==> src/rtl/bcd_pkg.sv <==
// Shared BCD types and constants for the scanned decimal counter and its
// downstream 7-segment decoder.
package bcd_pkg;

  typedef logic [3:0] bcd_digit_t;

  localparam bcd_digit_t BCD_MAX   = 4'd9;
  // Out-of-range code that the decoder renders as an unlit digit
  localparam bcd_digit_t BCD_BLANK = 4'hF;

  function automatic bcd_digit_t bcd_inc(input bcd_digit_t d);
    return (d == BCD_MAX) ? 4'd0 : d + 4'd1;
  endfunction

endpackage

==> src/rtl/bcd_digit_cell.sv <==
// One decade of the counter: steps 0..9 on carry_in, raising carry_out
// combinationally so carries ripple through all decades in one cycle.
module bcd_digit_cell
  import bcd_pkg::*;
(
  input  logic       clk,
  input  logic       rst_n,
  input  logic       clr,
  input  logic       carry_in,
  output logic [3:0] digit,
  output logic       carry_out
);

  bcd_digit_t value;

  always_ff @(posedge clk or negedge rst_n) begin
    if (!rst_n) begin
      value <= 4'd0;
    end else if (clr) begin
      value <= 4'd0;
    end else if (carry_in) begin
      value <= bcd_inc(value);
    end
  end

  assign digit     = value;
  assign carry_out = carry_in && (value == BCD_MAX);

endmodule

==> src/rtl/bcd_counter_scan.sv <==
// Multi-digit decimal event counter with a free-running digit scanner and
// optional leading-zero blanking, feeding a BCD-to-7-segment decoder.
module bcd_counter_scan
  import bcd_pkg::*;
#(
  parameter int DIGITS   = 4,
  parameter int SCAN_DIV = 1000,
  parameter int LZ_BLANK = 1
) (
  input  logic                  clk,
  input  logic                  rst_n,
  input  logic                  inc,
  input  logic                  clr,
  output logic [4*DIGITS-1:0]   count_value,
  output logic                  overflow,
  output logic [3:0]            bcd_output,
  output logic [DIGITS-1:0]     digit_sel
);

  localparam int PRE_W = $clog2(SCAN_DIV);
  localparam int IDX_W = (DIGITS > 1) ? $clog2(DIGITS) : 1;
  localparam logic [PRE_W-1:0] PRE_LAST = PRE_W'(SCAN_DIV - 1);
  localparam logic [IDX_W-1:0] IDX_LAST = IDX_W'(DIGITS - 1);

  bcd_digit_t       digits [DIGITS];
  logic [PRE_W-1:0] prescaler;
  logic [IDX_W-1:0] idx;
  logic [DIGITS-1:0] blank;
  logic             top_carry;

  genvar gi;
  generate
    for (gi = 0; gi < DIGITS; gi++) begin : gen_cell
      logic       cin;
      logic       cout;
      logic [3:0] dig;

      // Each stage keeps its own carry nets so the ripple is not one looped vector
      if (gi == 0) begin : gen_first
        assign cin = inc;
      end else begin : gen_chain
        assign cin = gen_cell[gi-1].cout;
      end

      bcd_digit_cell u_cell (
        .clk       (clk),
        .rst_n     (rst_n),
        .clr       (clr),
        .carry_in  (cin),
        .digit     (dig),
        .carry_out (cout)
      );

      assign digits[gi] = dig;
      assign count_value[gi*4 +: 4] = dig;
      assign digit_sel[gi] = (idx == IDX_W'(gi));
    end
  endgenerate

  assign top_carry = gen_cell[DIGITS-1].cout;

  always_ff @(posedge clk or negedge rst_n) begin
    if (!rst_n) begin
      overflow <= 1'b0;
    end else begin
      overflow <= top_carry && !clr;
    end
  end

  always_ff @(posedge clk or negedge rst_n) begin
    if (!rst_n) begin
      prescaler <= '0;
      idx       <= '0;
    end else if (prescaler == PRE_LAST) begin
      prescaler <= '0;
      idx       <= (idx == IDX_LAST) ? '0 : idx + 1'b1;
    end else begin
      prescaler <= prescaler + 1'b1;
    end
  end

  // A digit blanks only when it and everything above it are zero; digit 0 never does
  always_comb begin
    logic all_zero_above;
    all_zero_above = 1'b1;
    blank = '0;
    for (int k = DIGITS - 1; k >= 0; k--) begin
      all_zero_above = all_zero_above && (digits[k] == 4'd0);
      blank[k] = (LZ_BLANK != 0) && (k != 0) && all_zero_above;
    end
  end

  assign bcd_output = blank[idx] ? BCD_BLANK : digits[idx];

endmodule

==> config.mk <==
export PLATFORM = sky130hd
export DESIGN_NAME = bcd_counter_scan
export DESIGN_NICKNAME = d
export VERILOG_FILES = /design/src/rtl/bcd_pkg.sv /design/src/rtl/bcd_digit_cell.sv /design/src/rtl/bcd_counter_scan.sv
export SDC_FILE = /design/constraint.sdc
export NUM_CORES = 1
export LEC_CHECK = 0
export CELL_PAD_IN_SITES_DETAIL_PLACEMENT = 2
export CELL_PAD_IN_SITES_GLOBAL_PLACEMENT = 2
export CORE_ASPECT_RATIO = 1.2
export CORE_MARGIN = 3
export CORE_UTILIZATION = 31
export CTS_BUF_LIST = sky130_fd_sc_hd__clkbuf_4 sky130_fd_sc_hd__clkbuf_8
export CTS_CLUSTER_DIAMETER = 40
export DETAILED_ROUTE_END_ITERATION = 12
export PLACE_DENSITY = 0.87
export SYNTH_ARGS = -nofsm -noshare
export SYNTH_HDL_FRONTEND = slang
export SYNTH_HIERARCHICAL = 1
export SYNTH_SLANG_ARGS = --single-unit
==> constraint.sdc <==
create_clock -name clk -period 2 [get_ports clk]
set_input_delay 0.2 -clock clk [delete_from_list [all_inputs] [get_ports clk]]
set_output_delay 0.2 -clock clk [all_outputs]
set_load 0.02 [all_outputs]
==> flow_summary.toml <==
[drt]
drtPass1Iterations = 4
routed_via_density = 5.37
vias = 1649
drt_iter0_drc = 77
ant_nets = 0
routed_wirelength_um = 6320
wl_per_cell_um = 20.6
drc_errors = 0

[final_layout]
layout-drive-gt1-share = 0.327
area_growth_pct = 44.0
finalNetCount = 261
final_util = 0.472
fin_cells = 307
diodes = 0
final_area_mm2 = 0.00255

[synth]
syn_area_mm2 = 0.00177
seq_area_frac_synth = 0.409
synthArstFlopShare = 1.00
synthMuxAreaShare = 0.0508
synth_edf_count = 0
synth_top_family_by_area = "simple AND/OR/NAND/NOR gates"
synthXorXnorAreaFrac = 0.0247
synthAdderAreaFrac = 0.0917
synth_fp_nets = 198
synth_area_per_cell_um2 = 9.80
synth_cell_types = 33
yosys_warnings = 6
yosysTopAreaCell = "dfrtp_1"
synth-compound-area-share = 0.137
ys_ff_latch = 29
syn_inst = 181
synth_top_area_share = 0.409
synthTopCellsByArea = "dfrtp_1, ha_1, mux4_2"
synth_simple_gate_area_share = 0.255
synth_ff_type = "dfrtp_1"

[clock_network]
ctsHtreeMaxLevel = 2
clkTransAtPathRegs_ns = 0.07
cts_tree = "yes"
root_buffer = "clkbuf_8"
clk_latency_ns = 0.29
ctsHoldBuffers = 0
cts.path.max_buffers = 2
cts.sinks = 29
cts_buffers = 5

[pwr]
power_leakage_nw = 1.09
cellPowerDensity_mw_per_mm2 = 520
ir_drop_uv = 340

[setup_path]
arrival_ns = 1.79
crit_type = "flip-flop to primary output"
crit_path_end_kind = "primary output"
start_kind = "flip-flop"
required_ns = 1.80
crit_fanout = 4

[run_status]
status = "complete, no violations"

[timing]
rsz0062_at_grt = "true"
max_freq_mhz = 503
fin_crit_sh = 0.993
hold_viol = 0
relSlewSlack = 0.747
finalSetupViolCount = 0
fin_crit_ns = 1.99
skew_ns = 0.00778
tightest_slew_ns = 0.380
drv_slew = 0
hold_slack_ns = 0.297
setup_tns_ns = 0

[floorplan]
pin_count = 29
die_area_mm2 = 0.00667
coreArea_mm2 = 0.00541
die_x_um = 75.0
initial_core_util = 0.328
fp.dieH_um = 88.8
num_rows = 29

[global_route]
grt_pass1_vias = 1851
grt_usage = 0.214
grt_max_degree = 30
grt_pass1_wl_um = 10500
antenna_found_initial = 0
overflow = 0

[placement]
hpwl_um = 4060
placed_cells = 294
place_congestion = 0.762
numPortBuffers = 28
dpl_cell_area_mm2 = 0.00234

[min_path]
hold_class = "input port to async pin"

[flow_run]
maxCapViolations = 0
[per-stage QoR]
step,power [W],setup WS [ns]
2_1_floorplan,0.000628,0.00199
3_3_place_gp,0.000678,-0.0776
3_5_place_dp,0.000681,-0.166
4_1_cts,0.00134,0.00894
5_1_grt,0.00138,-0.0398
6_report,0.00133,0.0135
[sequential cells by signal (all words and copies together), names as in the netlist]
signal	cells
gen_cell.u_cell/digit	16
overflow	1
idx	2
prescaler	10
[path summary, 6_finish.rpt]
| check | to | slack (ns) | cells after the start | startpoint |
|---|---|---|---|---|
| max | bcd_output[3] | 0.01 | 5 | gen_cell[3].u_cell/digit[0] |
| max reg2reg | gen_cell[3].u_cell/digit[2] | 0.09 | 11 | gen_cell[0].u_cell/digit[1] |
| min reg2reg | prescaler[0] | 0.48 | 1 | prescaler[0] |
| min in group clk | prescaler[0] | 0.48 | 1 | prescaler[0] |
| max in group asynchronous | gen_cell[0].u_cell/digit[0] | 1.40 | 2 | rst_n |
| min | prescaler[7] | 0.30 | 2 | rst_n |
[metal layers]
metal  vias to the layer above  wire length, um  track usage  share of wire
li1                        770                -            -              -
met1                       841             2810        0.283           0.44
met2                        30             3240        0.356           0.51
met3                         8              136       0.0386          0.022
met4                         0              127       0.0615          0.020
met5                         -                0            0              0
[cell usage in the layout (no fill, tap or decap), types with 5 or more instances in the layout]
master | netlist | routed
buf_4 | 0 | 31
dfrtp_1 | 29 | 25
nand2_1 | 23 | 23
clkdlybuf4s50_1 | 0 | 21
a21oi_1 | 15 | 14
nand3b_1 | 12 | 12
o21ai_0 | 12 | 11
ha_1 | 13 | 11
inv_1 | 11 | 8
nor2_1 | 10 | 7
clkbuf_8 | 0 | 6
a21oi_2 | 4 | 5
nand3_1 | 5 | 5
[final cells by class]
type	count	area, um2
clock buffer	7	90.1
clock inverter	1	30.0
fill	541	2850
inverter	11	41.3
multi-input combinational	138	1070
sequential	29	731
tap	62	77.6
timing repair buffer	59	518
[worst max-delay path, stage by stage, from the launching register on]
cell     delay (ns)
dfrtp_1        0.38
or4_4          0.55
nor3_2         0.19
buf_4          0.16
or2_1          0.11
buf_6          0.11
[kinds of logic (layout without fill, tap and decap cells)]
kind of cell / count (synthesis) / count (layout)
fa+ha+maj: 13 / 13
mux: 4 / 4
flops: 29 / 29
buf+inv: 14 / 78
compound gates: 40 / 40
simple gates: 76 / 76
xor+xnor: 5 / 5
[timing repair]
item | in CTS | in global routing
pin swaps | 3 | 10
buffers inserted | 2 | 4
resized for setup | 25 | 17
endpoints found under the setup margin | 11 | 11
[report_power, final]
| group | switching (W) | internal [W] | total, W |
|---|---|---|---|
| sequential | 0.00000518 | 0.000590 | 0.000595 |
| combinational | 0.0000445 | 0.0000359 | 0.0000804 |
| clock | 0.000232 | 0.000419 | 0.000651 |
| total | 0.000282 | 0.00105 | 0.00133 |
[synthesized netlist by cell type (all sizes together), types with 4 or more instances]
master and instances:
dfrtp 29, inv 11, a21oi 19, nand3 5, nand2 27, a21boi 4, or2 4, a211o 4
xor2 4, ha 13, and4b 4, mux4 4, nor2 10, o21ai 12, nand3b 12
Power figures use the tool's default switching activity.
